## config.mk

```make
export PLATFORM = sky130hd
export DESIGN_NAME = spi_slave_if
export DESIGN_NICKNAME = d
export VERILOG_FILES = /design/src/rtl/spi_wrapper_pkg.sv /design/src/rtl/spi_miso_serializer.sv /design/src/rtl/spi_slave_if.sv
export SDC_FILE = /design/constraint.sdc
export NUM_CORES = 1
export LEC_CHECK = 0
export BUFFER_PORTS_ARGS = -buffer_cell sky130_fd_sc_hd__buf_4
export CELL_PAD_IN_SITES_DETAIL_PLACEMENT = 1
export CELL_PAD_IN_SITES_GLOBAL_PLACEMENT = 2
export CORE_MARGIN = 2
export CORE_UTILIZATION = 38
export DETAILED_ROUTE_END_ITERATION = 8
export PLACE_DENSITY = 0.75
export SYNTH_ARGS = -nofsm -noshare
export SYNTH_HDL_FRONTEND = slang
export SYNTH_SLANG_ARGS = --single-unit
```

## constraint.sdc

```tcl
create_clock -name clk -period 2.3 [get_ports clk]
set_input_delay 0.115 -clock clk [delete_from_list [all_inputs] [get_ports clk]]
set_output_delay 0.115 -clock clk [all_outputs]
set_load 0.01 [all_outputs]
```

## src/rtl/spi_wrapper_pkg.sv

```systemverilog
`default_nettype none
// ============================================================================
// Module   : spi_wrapper_pkg
// Purpose  : Shared types and constants for the SPI wrapper front end.
// Revision : 1.0 - initial release
// ============================================================================
package spi_wrapper_pkg;

    localparam int DATA_W_DEF = 8;
    localparam int FRAME_W    = DATA_W_DEF + 2;

    localparam logic [1:0] CMD_WR_ADDR = 2'b00;
    localparam logic [1:0] CMD_WR_DATA = 2'b01;
    localparam logic [1:0] CMD_RD_ADDR = 2'b10;
    localparam logic [1:0] CMD_RD_DATA = 2'b11;

    // READ_DATA owns the sub-phases WAIT_TX / SHIFT / DONE; DONE is also the
    // parking state for finished WRITE / READ_ADD frames.
    typedef enum logic [2:0] {
        ST_IDLE      = 3'd0,
        ST_CHK_CMD   = 3'd1,
        ST_WRITE     = 3'd2,
        ST_READ_ADD  = 3'd3,
        ST_READ_DATA = 3'd4,
        ST_WAIT_TX   = 3'd5,
        ST_SHIFT     = 3'd6,
        ST_DONE      = 3'd7
    } state_t;

endpackage
`default_nettype wire

```

## src/rtl/spi_miso_serializer.sv

```systemverilog
`default_nettype none
// ============================================================================
// Module   : spi_miso_serializer
// Purpose  : Loads a read byte and shifts it out on MISO, MSB first.
// Revision : 1.0 - initial release
// ============================================================================
module spi_miso_serializer #(
    parameter int DATA_W = 8
) (
    input  logic              clk,
    input  logic              rst_n,
    input  logic              i_clear,
    input  logic              i_load,
    input  logic [DATA_W-1:0] i_load_data,
    output logic              o_miso,
    output logic              o_last
);

    localparam int c_cnt_w = $clog2(DATA_W + 1);

    logic [DATA_W-1:0]  r_sh;
    logic [c_cnt_w-1:0] r_cnt;
    logic               r_miso;

    always_ff @(posedge clk or negedge rst_n) begin
        if (!rst_n) begin
            r_sh   <= '0;
            r_cnt  <= '0;
            r_miso <= 1'b0;
        end else if (i_clear) begin
            r_cnt  <= '0;
            r_miso <= 1'b0;
        end else if (i_load) begin
            r_sh   <= i_load_data;
            r_cnt  <= c_cnt_w'(DATA_W);
            r_miso <= 1'b0;
        end else if (r_cnt != '0) begin
            r_miso <= r_sh[DATA_W-1];
            r_sh   <= {r_sh[DATA_W-2:0], 1'b0};
            r_cnt  <= r_cnt - c_cnt_w'(1);
        end else begin
            r_miso <= 1'b0;
        end
    end

    assign o_miso = r_miso;
    // High on the edge that puts the final bit onto MISO.
    assign o_last = (r_cnt == c_cnt_w'(1));

endmodule
`default_nettype wire

```

## src/rtl/spi_slave_if.sv

```systemverilog
`default_nettype none
// ============================================================================
// Module   : spi_slave_if
// Purpose  : SPI slave front end: MOSI frames to RAM commands, read data to MISO.
//            Optional macro SPI_SLAVE_CMD_CHECK_EN enables command/state checking.
// Revision : 1.0 - initial release
// ============================================================================
module spi_slave_if
    import spi_wrapper_pkg::*;
#(
    parameter int DATA_W = 8
) (
    input  logic              clk,
    input  logic              rst_n,
    input  logic              SS_n,
    input  logic              MOSI,
    output logic              MISO,
    output logic [DATA_W+1:0] rx_data,
    output logic              rx_valid,
    input  logic [DATA_W-1:0] tx_data,
    input  logic              tx_valid,
    output logic              cmd_err
);

    localparam int                 c_cnt_w    = $clog2(DATA_W + 1);
    localparam logic [c_cnt_w-1:0] c_last_bit = c_cnt_w'(DATA_W);

    state_t             r_state;
    logic [DATA_W:0]    r_shift;
    logic [c_cnt_w-1:0] r_bit_cnt;
    logic               r_rd_addr_seen;
    logic [DATA_W+1:0]  r_rx_data;
    logic               r_rx_valid;
    logic               r_cmd_err;

    logic [DATA_W+1:0]  w_frame;
    logic               w_cmd_ok;
    logic               w_ser_load;
    logic               w_ser_last;

    assign w_frame    = {r_shift, MOSI};
    assign w_ser_load = (r_state == ST_WAIT_TX) && tx_valid;

`ifdef SPI_SLAVE_CMD_CHECK_EN
    logic [1:0] w_cmd;
    assign w_cmd = w_frame[DATA_W+1:DATA_W];

    always_comb begin
        w_cmd_ok = 1'b1;
        case (r_state)
            ST_WRITE:     w_cmd_ok = (w_cmd == CMD_WR_ADDR) || (w_cmd == CMD_WR_DATA);
            ST_READ_ADD:  w_cmd_ok = (w_cmd == CMD_RD_ADDR);
            ST_READ_DATA: w_cmd_ok = (w_cmd == CMD_RD_DATA);
            default:      w_cmd_ok = 1'b1;
        endcase
    end
`else
    assign w_cmd_ok = 1'b1;
`endif

    always_ff @(posedge clk or negedge rst_n) begin
        if (!rst_n) begin
            r_state        <= ST_IDLE;
            r_shift        <= '0;
            r_bit_cnt      <= '0;
            r_rd_addr_seen <= 1'b0;
            r_rx_data      <= '0;
            r_rx_valid     <= 1'b0;
            r_cmd_err      <= 1'b0;
        end else begin
            r_rx_valid <= 1'b0;
            r_cmd_err  <= 1'b0;
            if (SS_n) begin
                r_state   <= ST_IDLE;
                r_bit_cnt <= '0;
            end else begin
                case (r_state)
                    ST_IDLE: r_state <= ST_CHK_CMD;
                    ST_CHK_CMD: begin
                        r_shift   <= {{DATA_W{1'b0}}, MOSI};
                        r_bit_cnt <= '0;
                        if (!MOSI)               r_state <= ST_WRITE;
                        else if (r_rd_addr_seen) r_state <= ST_READ_DATA;
                        else                     r_state <= ST_READ_ADD;
                    end
                    ST_WRITE, ST_READ_ADD, ST_READ_DATA: begin
                        r_shift   <= w_frame[DATA_W:0];
                        r_bit_cnt <= r_bit_cnt + c_cnt_w'(1);
                        if (r_bit_cnt == c_last_bit) begin
                            r_bit_cnt <= '0;
                            if (w_cmd_ok) begin
                                r_rx_data  <= w_frame;
                                r_rx_valid <= 1'b1;
                                if (r_state == ST_READ_DATA) begin
                                    r_state <= ST_WAIT_TX;
                                end else begin
                                    r_state <= ST_DONE;
                                    if (r_state == ST_READ_ADD) r_rd_addr_seen <= 1'b1;
                                end
                            end else begin
                                r_cmd_err <= 1'b1;
                                r_state   <= ST_DONE;
                            end
                        end
                    end
                    ST_WAIT_TX: if (tx_valid) r_state <= ST_SHIFT;
                    ST_SHIFT: begin
                        if (w_ser_last) begin
                            r_rd_addr_seen <= 1'b0;
                            r_state        <= ST_DONE;
                        end
                    end
                    ST_DONE: r_state <= ST_DONE;
                    default: r_state <= ST_IDLE;
                endcase
            end
        end
    end

    spi_miso_serializer #(
        .DATA_W (DATA_W)
    ) u_miso_ser (
        .clk         (clk),
        .rst_n       (rst_n),
        .i_clear     (SS_n),
        .i_load      (w_ser_load),
        .i_load_data (tx_data),
        .o_miso      (MISO),
        .o_last      (w_ser_last)
    );

    assign rx_data  = r_rx_data;
    assign rx_valid = r_rx_valid;
    assign cmd_err  = r_cmd_err;

endmodule
`default_nettype wire
```

### Yosys cells after proc, flatten, opt, wreduce, memory -nomap -nowiden

Cells that the tools add are included.

* flip-flop bits (word level): 41
* latch bits: 0
* RAM bits: 0
* memory bits (read-only): 0
* input bits: 13
* output and inout bits: 13
* memories: 0

* $add $sub $neg: 2
* multipliers: 0
* divide/modulo/power cells: 0
* magnitude comparators: 0
* equal/unequal tests: 16
* shifts and indexed selects: 0
* mux-type cells: 28
* bitwise gates (word level): 1
* reductions and logical operators: 14

Operators by type and width (count)
* $mux 4: 5
* $mux 3: 6
* $pmux 3 s6: 1
* $pmux 9 s2: 1
* $mux 8: 2
* $eq 3x3->1 const B: 4
* $mux 1: 10
* $pmux 4 s2: 1
* $eq 3x2->1 const B: 2
* $ne 2x2->1 const B: 3
* $ne 3x3->1 const B: 2
* $reduce_and 3->1: 2
* $reduce_and 6->1: 1
* $reduce_bool 2->1: 3
* $reduce_bool 3->1: 2
* $add 4x1->4 const B: 1
* $eq 4x1->1 const B: 1
* $eq 4x4->1 const B: 1
* $reduce_and 2->1: 2
* $reduce_bool 4->1: 1
* $sub 4x1->4 const B: 1
* $eq 3x1->1 const B: 1
* $logic_not 3->1: 1
* $ne 3x2->1 const B: 1
* 6 further kinds: 6

### Depth between registers and ports, before layout

Gate-level depths: netlist (run 1).

* depth after elaboration: 5
* mapped depth: 7
* gate-level depth less buffers: 6

### Cells and area by module

A second synthesis (run 1) with hierarchy kept.

* cell total of the unflattened synthesis: 158
* area total of the unflattened synthesis: 2040.7 µm²

Modules (own cells, without submodules)
* spi_slave_if: times used 1, cells an instance 105, area an instance 1356.3 µm², seq. area each 700.7 µm²
* spi_miso_serializer: times used 1, cells an instance 53, area an instance 684.4 µm², seq. area each 325.3 µm²

### Worst setup path after synthesis (run 1)

No wires, ideal clock.

* path kind: flip-flop to flip-flop
* from: reg r_state[1]
* to: reg r_rx_data[1] (netlist: rx_data[1])
* arrival time: 1.590 ns
* setup slack: 0.585 ns
* cell stages (with the launch flop): 7
* cells stage by stage: dfrtp_1 buf_6 or3b_4 a21oi_4 and2b_4 buf_12 mux2_4

* cells in the longest elaborated chain, start to end: 3

Ends and longest elaborated chain
* start, declared: RTL line spi_slave_if.sv:28 `state_t r_state;`
* start signal, assigned: RTL line spi_slave_if.sv:63 `r_state <= ST_IDLE;`
* start signal, assigned: RTL line spi_slave_if.sv:74 `r_state <= ST_IDLE;`
* start signal, assigned: RTL line spi_slave_if.sv:78 `ST_IDLE: r_state <= ST_CHK_CMD;`
* $eq 3x3->1 / $eq 3x2->1 (equally long branches): RTL line spi_slave_if.sv:77 `case (r_state)`
* $reduce_or 3->1 (*): RTL line spi_slave_if.sv:77
* $reduce_and 3->1 (no source line) (*)
* end signal, assigned: RTL line spi_slave_if.sv:92 `r_rx_data <= w_frame;`
* end, declared: RTL line spi_slave_if.sv:32 `logic [DATA_W+1:0] r_rx_data;`

Every way passes the cells marked *; elsewhere a longest branch is shown, timed or not.
A chain may end at the register's enable or synchronous reset.

### Final worst setup path (run 1)

* from: reg u_miso_ser.r_cnt[0]
* to: reg u_miso_ser.r_sh[4]

* cells in the longest elaborated chain, start to end: 3

Ends and longest elaborated chain
* start, declared: RTL line spi_miso_serializer.sv:22 `logic [c_cnt_w-1:0] r_cnt;`
* start signal, assigned: RTL line spi_miso_serializer.sv:35 `r_cnt <= c_cnt_w'(DATA_W);`
* start signal, assigned: RTL line spi_miso_serializer.sv:40 `r_cnt <= r_cnt - c_cnt_w'(1);`
* $reduce_bool 4->1: RTL line spi_miso_serializer.sv:37 `end else if (r_cnt != '0) begin`
* $reduce_bool 2->1 (no source line)
* $reduce_and 2->1 (no source line)
* end signal, assigned: RTL line spi_miso_serializer.sv:34 `r_sh <= i_load_data;`
* end signal, assigned: RTL line spi_miso_serializer.sv:39 `r_sh <= {r_sh[DATA_W-2:0], 1'b0};`
* end, declared: RTL line spi_miso_serializer.sv:21 `logic [DATA_W-1:0] r_sh;`

Every way passes these cells.

==> qor.yml, run 1 <==
tritoncts: "done"
yosysWarningCount: 0
gp_congestion: 0.757
cts_max_path_buffers: 2
syn_nets: 179
p_leak_nw: 1.05
wl_per_cell_um: 14.6
p_int_mw: 1.77
cap_violations: 0
grt_pass1_vias: 1333
drtAntennaViolNets: 0
port_buffers: 24
finalCritPeriodShare: 0.803
cp.required_ns: 2.53
wl_um: 3710
core_um2: 4820
cts_root_buf: "clkbuf_8"
setup.worst_path.end_class: "register"
die_w_um: 75.3
mostFrequentLayoutCells: "41 x dfrtp_1, 27 x buf_4, 14 x o22a_1, 11 x nand2_1"
syn_inst: 161
drive_gt1_frac: 0.257
n_antenna_cell: 0
crit_type: "reg -> reg"
crit_fanout: 8
tightestPinTransition_ns: 0.508
rsz0062_at_grt: "false"
drt-initial-drc-count: 40
dp_hpwl_um: 2610
htree_num_levels: 2
power.density_nw_per_um2: 1150
cts.clk_slew.worst_paths_ns: 0.08
hold_violations: 0
die_h_um: 75.3
cts.sinks: 41
clkPwrFrac: 0.261
postCtsSetupBuffers: 0
yosysUniqueCellTypes: 40
pwr-share-seq: 0.413
outcome: "completed"
slew_headroom: 0.662
finalSetupViolCount: 0
row_count: 25
peakVddDrop_mv: 0.400
crit_arrival_ns: 2.08
viasPerCell: 5.11
ys_seq_area_frac: 0.531
area_growth_pct: 18.9
synth_top_cell_area_share: 0.531
syn_area_um2: 1930
fin_util: 0.476
power_frac_comb: 0.325
stdcell_area_um2: 2290
hp-class: "in -> reg"
synth_area_leaders: "dfrtp_1 53%, mux2_4 7.0%, o22a_1 6.4%, a22o_1 4.1%, ha_1 3.2%"
die_area_um2: 5670
insertion_delay_ns: 0.29
final_common_cell: "dfrtp_1"
skew_ns: 0.00464
grt_pass1_wl_um: 6270
clock.fmax_mhz: 541
p_sw_mw: 0.876
switching_share: 0.331
tritoncts.num_buffers: 5
power.total_mw: 2.65
postPlaceCellArea_um2: 2150
io_pins: 26
drt_pass1_iterations: 4
initial_utilization: 0.401
nNetsFinal: 204
setup-tns-final_ns: 0
synth.ff_latch_count: 41
slew_viol_final: 0
synth_flop_cell: "dfrtp_1"
synth_area_per_cell_um2: 12.0
grt_max_degree: 42
async_reset_ff_frac: 1.00
drc: 0
yosysTopAreaCell: "dfrtp_1"
vias: 1297
finalCriticalPeriod_ns: 1.85
globalRoute.totalOverflow: 0
grt_usage: 0.146
antenna_found_initial: 0
synth_edf_count: 0
critPathLaunchType: "register"
-- worst max-delay path, cell delays in order, from the launching register on --
cell     delay (ns)
dfrtp_1        0.43
inv_1          0.10
ha_1           0.19
or3b_1         0.45
nand2_1        0.30
o22a_1         0.20
o22a_1         0.13
-- per-layer routing --
layer / global-route usage / vias up / share of wire
li1: - / 624 / -
met1: 0.193 / 642 / 0.48
met2: 0.239 / 25 / 0.47
met3: 0.0335 / 6 / 0.037
met4: 0.0448 / 0 / 0.012
met5: 0 / - / 0
-- what timing repair did --
action / CTS / global route
gates resized for setup: 0 / 0
endpoints found under the hold margin: 41 / 0
hold buffers: 1 / 0
-- registers in the layout, indices dropped and copies added, names as in the netlist --
name	flops
r_shift	9
r_state	3
r_rd_addr_seen	1
u_miso_ser.r_cnt	4
rx_data	10
rx_valid	1
r_bit_cnt	4
u_miso_ser.o_miso	1
u_miso_ser.r_sh	8
-- stage by stage --
step                std cells  hold slack, ns  worst slack [ns]
floorplan                 161          -0.181             0.585
global placement          245           0.122             0.505
detailed placement        245           0.133             0.475
CTS                       254          0.0804             0.456
global route              254          0.0799             0.349
finish                    254          0.0933             0.453
-- path summary, 6_finish.rpt --
| check | from | end | slack, ns | cells past startpoint |
|---|---|---|---|---|
| setup / recovery | u_miso_ser.r_cnt[0]$_DFFE_PN0P_ | u_miso_ser.r_sh[4]$_DFFE_PN0P_ | 0.45 | 6 |
| hold / removal | MOSI | r_shift[0]$_DFFE_PN0P_ | 0.09 | 2 |
| setup reg to reg | u_miso_ser.r_cnt[0]$_DFFE_PN0P_ | u_miso_ser.r_sh[4]$_DFFE_PN0P_ | 0.45 | 6 |
| hold reg to reg | rx_data[0]$_DFFE_PN0P_ | rx_data[0]$_DFFE_PN0P_ | 0.51 | 1 |
| max in group asynchronous | rst_n | u_miso_ser.r_cnt[0]$_DFFE_PN0P_ | 1.61 | 2 |
| min in group asynchronous | rst_n | r_shift[8]$_DFFE_PN0P_ | 0.35 | 2 |
-- cell families (layout without fill, tap and decap cells) --
logic type / count (synthesis) / count (layout) / share of synthesized area
adder cells (fa/ha/maj): 5 / 5 / 0.0324
flip-flops: 41 / 41 / 0.531
buffers and inverters: 19 / 45 / 0.0538
multiplexers: 12 / 12 / 0.0875
XOR/XNOR: 3 / 3 / 0.0136
other: 1 / 1 / 0.00194
AND/OR/NAND/NOR: 36 / 36 / 0.103
AO/OA/AOI/OAI: 44 / 44 / 0.176
-- power by group through the flow --
stage	Clock [mW]	Sequential, mW	Combinational (mW)
3_5_place_dp	0	1.11	0.868
6_report	0.692	1.09	0.861
5_1_grt	0.750	1.13	0.966
3_3_place_gp	0	1.09	0.840
4_1_cts	0.720	1.09	0.875
2_1_floorplan	0	1.03	0.734
-- cell usage after synthesis, types with 2 or more instances --
library cell	instances
nand2_1	11
o21ai_0	2
dfrtp_1	41
o21ai_1	4
a21oi_1	6
nor3_1	5
a31oi_1	2
inv_1	9
nor2_1	4
nor2b_1	2
or3_1	2
o32ai_1	2
mux2_4	9
mux2_1	3
nand2b_1	2
ha_1	5
xnor2_1	2
buf_2	4
nand3b_1	2
clkbuf_1	3
a22o_1	9
o22a_1	14
-- final cells by class --
cell class,count,area (um2)
multi-input cells,101,801
flip-flops and latches,41,1030
clock buffers,5,68.8
well taps,67,83.8
fillers,538,2520
inverters,9,33.8
repair buffers,28,213
clock inverters,3,68.8
(Power assumes the default switching activity.)
==> inputs of run 2 (changes only) <==
==> constraint.sdc (replaced) <==
create_clock -name clk -period 1.8 [get_ports clk]
set_input_delay 0.09 -clock clk [delete_from_list [all_inputs] [get_ports clk]]
set_output_delay 0.09 -clock clk [all_outputs]
set_load 0.01 [all_outputs]
==> qor.yml, run 2 (synthesis results as in run 1) <==
cts.clk_slew.worst_paths_ns: 0.08  # about the same
rsz0062_at_grt: "true"
die_w_um: 75.3  # unchanged
power.total_mw: 3.28  # +24%
crit_arrival_ns: 1.93  # -0.15 ns
globalRoute.totalOverflow: 0  # unchanged
drive_gt1_frac: 0.296  # +0.0392
htree_num_levels: 2  # unchanged
tightestPinTransition_ns: 0.513  # +0.00510 ns
die_h_um: 75.3  # unchanged
postCtsSetupBuffers: 0  # unchanged
p_leak_nw: 1.07  # +2.5%
largest_reg_flops: 10  # unchanged
cp.required_ns: 1.98  # -0.55 ns
die_area_um2: 5670  # unchanged
insertion_delay_ns: 0.29  # about the same
stdcell_area_um2: 2340  # +1.8%
slew_viol_final: 0  # unchanged
gp_congestion: 0.791  # +4.5%
finalCriticalPeriod_ns: 1.75  # -0.0957 ns
row_count: 25  # unchanged
wl_um: 4110  # +11%
power.density_nw_per_um2: 1400  # +22%
finalSetupViolCount: 0  # unchanged
postPlaceCellArea_um2: 2220  # +3.4%
port_buffers: 24  # unchanged
grt_pass1_vias: 1361  # +2.1%
slew_headroom: 0.658  # -0.00340
cts_max_path_buffers: 2  # unchanged
crit_fanout: 6  # -2
grt_max_degree: 42  # unchanged
dp_hpwl_um: 2960  # +13%
tritoncts: "done"
finalCritPeriodShare: 0.973  # +0.170
vias: 1340  # +3.3%
outcome: "completed"
whs_ns: 0.0728  # -0.0206 ns
setup-tns-final_ns: 0  # unchanged
initial_utilization: 0.401  # unchanged
hp-class: "in -> reg"
antenna_found_initial: 0  # unchanged
drt_pass1_iterations: 2  # -2
cts_root_buf: "clkbuf_8"
core_um2: 4820  # unchanged
drc: 0  # unchanged
cap_violations: 0  # unchanged
peakVddDrop_mv: 0.634  # +58%
clock.fmax_mhz: 571  # +5.5%
hold_violations: 0  # unchanged
area_growth_pct: 21.0
n_antenna_cell: 0  # unchanged
grt_pass1_wl_um: 6670  # +6.4%
wl_per_cell_um: 15.6  # +7.0%
grt_usage: 0.156  # +0.0108
drt-initial-drc-count: 56  # +40%
final_common_cell: "dfrtp_1"
critPathLaunchType: "register"
nNetsFinal: 213  # +4.4%
io_pins: 26  # unchanged
setup.worst_path.end_class: "register"
tritoncts.num_buffers: 5  # unchanged
cts.sinks: 41  # unchanged
viasPerCell: 5.10  # -0.22%
mostFrequentLayoutCells: "41 x dfrtp_1, 33 x buf_4, 14 x o22a_1, 10 x nand2_1"
drtAntennaViolNets: 0  # unchanged
crit_type: "reg -> reg"
skew_ns: 0.00118  # -0.00346 ns
==> run 2: metal layers <==
layer  share of wire  vias up  routed length [um]  track usage
met5               0        -                   0            0
met4          0.0088        0                  36       0.0351
met3           0.027        5                 111       0.0402
met2            0.47       23                1940        0.253
met1            0.49      667                2020        0.212
li1                -      645                   -            -
==> run 2: final timing paths <==
path / to / slack [ns] / cells after the start / from
max: rx_data[0]$_DFFE_PN0P_ / 0.05 / 4 / r_state[0]$_DFFE_PN0P_
min: u_miso_ser.r_sh[0]$_DFFE_PN0P_ / 0.07 / 3 / tx_data[0]
max reg2reg: rx_data[0]$_DFFE_PN0P_ / 0.05 / 4 / r_state[0]$_DFFE_PN0P_
min reg2reg: u_miso_ser.r_sh[7]$_DFFE_PN0P_ / 0.50 / 1 / u_miso_ser.r_sh[7]$_DFFE_PN0P_
max in group asynchronous: r_state[2]$_DFFE_PN0P_ / 1.13 / 2 / rst_n
min in group asynchronous: u_miso_ser.r_sh[3]$_DFFE_PN0P_ / 0.32 / 2 / rst_n
==> run 2: metrics by stage <==
step	worst slack (ns)	std cells	utilization
after global placement	0.0419	253	0.461
after CTS	0.0181	262	0.481
after global routing	-0.00677	263	0.485
after detailed placement	-0.0195	253	0.461
after floorplan	0.0854	161	-
final	0.0486	263	0.485
==> run 2: critical path: stages, from the launching register on <==
cell	delay, ns
dfrtp_1	0.43
or3b_4	0.43
a21oi_4	0.18
and2b_4	0.26
mux2_1	0.33
==> run 2: report_power, final <==
part | total, mW | internal (mW) | switching, mW
sequential | 1.35 | 1.16 | 0.187
combinational | 1.34 | 0.674 | 0.665
clock | 0.588 | 0.268 | 0.320
==> run 2: area by class of cell <==
type / count / area, um2
Clock buffer: 5 / 68.8
Clock inverter: 3 / 17.5
Fill cell: 546 / 2480
Inverter: 9 / 33.8
Multi-Input combinational cell: 102 / 817
Sequential cell: 41 / 1030
Tap cell: 67 / 83.8
Timing Repair Buffer: 36 / 289
==> run 2: repair_timing <==
| action | in CTS | in global routing |
|---|---|---|
| hold endpoints to repair | 41 | 0 |
| gates resized for setup | 1 | 3 |
| cloned | 0 | 1 |
| hold buffers | 1 | 0 |
| setup endpoints to repair | 7 | 18 |
==> inputs of run 3 (changes only) <==
--- a/config.mk
+++ b/config.mk
@@ -9,9 +9,9 @@
 export CELL_PAD_IN_SITES_DETAIL_PLACEMENT = 1
 export CELL_PAD_IN_SITES_GLOBAL_PLACEMENT = 2
 export CORE_MARGIN = 2
-export CORE_UTILIZATION = 38
+export CORE_UTILIZATION = 25
 export DETAILED_ROUTE_END_ITERATION = 8
-export PLACE_DENSITY = 0.75
+export PLACE_DENSITY = 0.52
 export SYNTH_ARGS = -nofsm -noshare
 export SYNTH_HDL_FRONTEND = slang
 export SYNTH_SLANG_ARGS = --single-unit
==> qor.yml, run 3 (synthesis results as in run 1) <==
outcome: "completed"
dp_hpwl_um: 3160  # +6.9%
mostFrequentLayoutCells: "41 x dfrtp_1, 34 x buf_4, 14 x o22a_1, 10 x nand2_1"
p_int_mw: 2.13  # +1.3%
pwr-share-seq: 0.402  # -0.010
row_count: 32  # +28%
n_antenna_cell: 0  # unchanged
postPlaceCellArea_um2: 2240  # +1.1%
cp.required_ns: 1.98  # about the same
grt_max_degree: 42  # unchanged
port_buffers: 24  # unchanged
crit_arrival_ns: 1.89  # -0.04 ns
final_common_cell: "dfrtp_1"
initial_utilization: 0.254  # -0.147
skew_ns: 0.00877  # +0.00759 ns
hp-class: "in -> reg"
crit_type: "reg -> reg"
area_growth_pct: 22.0
finalCriticalPeriod_ns: 1.71  # -0.0410 ns
antenna_found_initial: 0  # unchanged
die_h_um: 91.9  # +22%
fillers: 856  # +57%
peakVddDrop_mv: 0.476  # -25%
finalSetupViolCount: 0  # unchanged
switching_share: 0.359  # +0.00126
gp_congestion: 0.791  # about the same
cts_root_buf: "clkbuf_8"
stdcell_area_um2: 2360  # +0.86%
hold_violations: 0  # unchanged
tritoncts: "done"
power_frac_comb: 0.412  # +0.003
clkPwrFrac: 0.187  # +0.008
place_inst: 287  # +13%
rsz0062_at_grt: "true"
drc: 0  # unchanged
fin_cells: 295  # +12%
cts.clk_slew.worst_paths_ns: 0.08  # about the same
drt_pass1_iterations: 4  # +2
cap_violations: 0  # unchanged
cts_max_path_buffers: 2  # unchanged
tightestPinTransition_ns: 0.516  # +0.00325 ns
drtAntennaViolNets: 0  # unchanged
fin_util: 0.310  # -0.175
tritoncts.num_buffers: 5  # unchanged
vias: 1346  # +0.45%
core_um2: 7610  # +58%
power.total_mw: 3.32  # +1.5%
p_leak_nw: 1.06  # -1.4%
drive_gt1_frac: 0.290  # -0.00576
globalRoute.totalOverflow: 0  # unchanged
critPathLaunchType: "register"
viasPerCell: 4.56  # -10%
insertion_delay_ns: 0.30  # about the same
postCtsSetupBuffers: 0  # unchanged
setup.worst_path.end_class: "register"
io_pins: 26  # unchanged
wl_um: 4340  # +5.7%
die_w_um: 91.9  # +22%
drt-initial-drc-count: 38  # -32%
die_area_um2: 8440  # +49%
clock.fmax_mhz: 585  # +2.4%
wl_per_cell_um: 14.7  # -5.7%
htree_num_levels: 2  # unchanged
crit_fanout: 11  # +5
grt_pass1_wl_um: 7330  # +9.9%
cts.sinks: 41  # unchanged
nNetsFinal: 211  # -0.94%
p_sw_mw: 1.19  # +1.9%
slew_viol_final: 0  # unchanged
power.density_nw_per_um2: 1410  # +0.64%
reg2reg_slack_ns: 0.09  # +0.04 ns
largest_reg_flops: 10  # unchanged
finalCritPeriodShare: 0.950  # -0.0228
grt_pass1_vias: 1470  # +8.0%
grt_usage: 0.111  # -0.0453
slew_headroom: 0.656  # -0.00216
[run 3: cell count changes in the layout (fill, tap and decap cells not counted), sizes merged]
cell and delta:
clkinv -2, and2b -1, clkbuf +1, buf -1
[run 3: repair_timing]
action | CTS | global route
hold buffers | 1 | 0
endpoints found under the hold margin | 41 | 0
setup endpoints to repair | 1 | 7
gates resized for setup | 1 | 3
pin swaps | 0 | 0
[run 3: area by class of cell]
| class | instances | area, um2 | share of cell area |
|---|---|---|---|
| Clock buffer | 6 | 82.6 | 0.0351 |
| Clock inverter | 1 | 7.51 | 0.00319 |
| Inverter | 9 | 33.8 | 0.0143 |
| Multi-Input combinational cell | 101 | 813 | 0.345 |
| Sequential cell | 41 | 1030 | 0.435 |
| Tap cell | 102 | 128 | 0.0542 |
| Timing Repair Buffer | 35 | 265 | 0.113 |
[run 3: critical path, stage by stage (launching register included)]
cell and delay [ns]:
dfrtp_1 0.39, or3b_4 0.42, a21oi_4 0.14, and2b_4 0.30, mux2_1 0.35
[run 3: power by group through the flow]
stage | clock (mW) | combinational (mW) | sequential, mW
after floorplan | 0 | 0.938 | 1.31
after global placement | 0 | 1.29 | 1.34
after detailed placement | 0 | 1.34 | 1.35
after CTS | 0.656 | 1.36 | 1.33
after global routing | 0.694 | 1.54 | 1.37
final | 0.621 | 1.37 | 1.34
[run 3: metal layers]
| layer | vias to the layer above | wire length, um | global-route usage |
|---|---|---|---|
| met1 | 683 | 2010 | 0.137 |
| met2 | 21 | 2130 | 0.185 |
| met4 | 0 | 68 | 0.0448 |
| li1 | 637 | - | - |
| met3 | 5 | 143 | 0.0296 |
| met5 | - | 0 | 0 |
[run 3: metrics by stage]
stage	TNS, ns	hold slack (ns)	setup slack (ns)
global route	-0.00162	0.0613	-0.00162
detailed placement	0	0.111	0.0151
finish	0	0.0629	0.0896
global placement	0	0.102	0.107
CTS	0	0.0497	0.0748
floorplan	0	-0.206	0.0854
[run 3: path summary, 6_finish.rpt]
check,from,cells after the start,end
max,r_state[2]$_DFFE_PN0P_,4,rx_data[0]$_DFFE_PN0P_
min,tx_data[0],3,u_miso_ser.r_sh[0]$_DFFE_PN0P_
max reg2reg,r_state[2]$_DFFE_PN0P_,4,rx_data[0]$_DFFE_PN0P_
min reg2reg,u_miso_ser.r_sh[7]$_DFFE_PN0P_,2,u_miso_ser.o_miso$_DFF_PN0_
max in group asynchronous,rst_n,2,rx_data[6]$_DFFE_PN0P_
min in group asynchronous,rst_n,2,r_state[1]$_DFFE_PN0P_
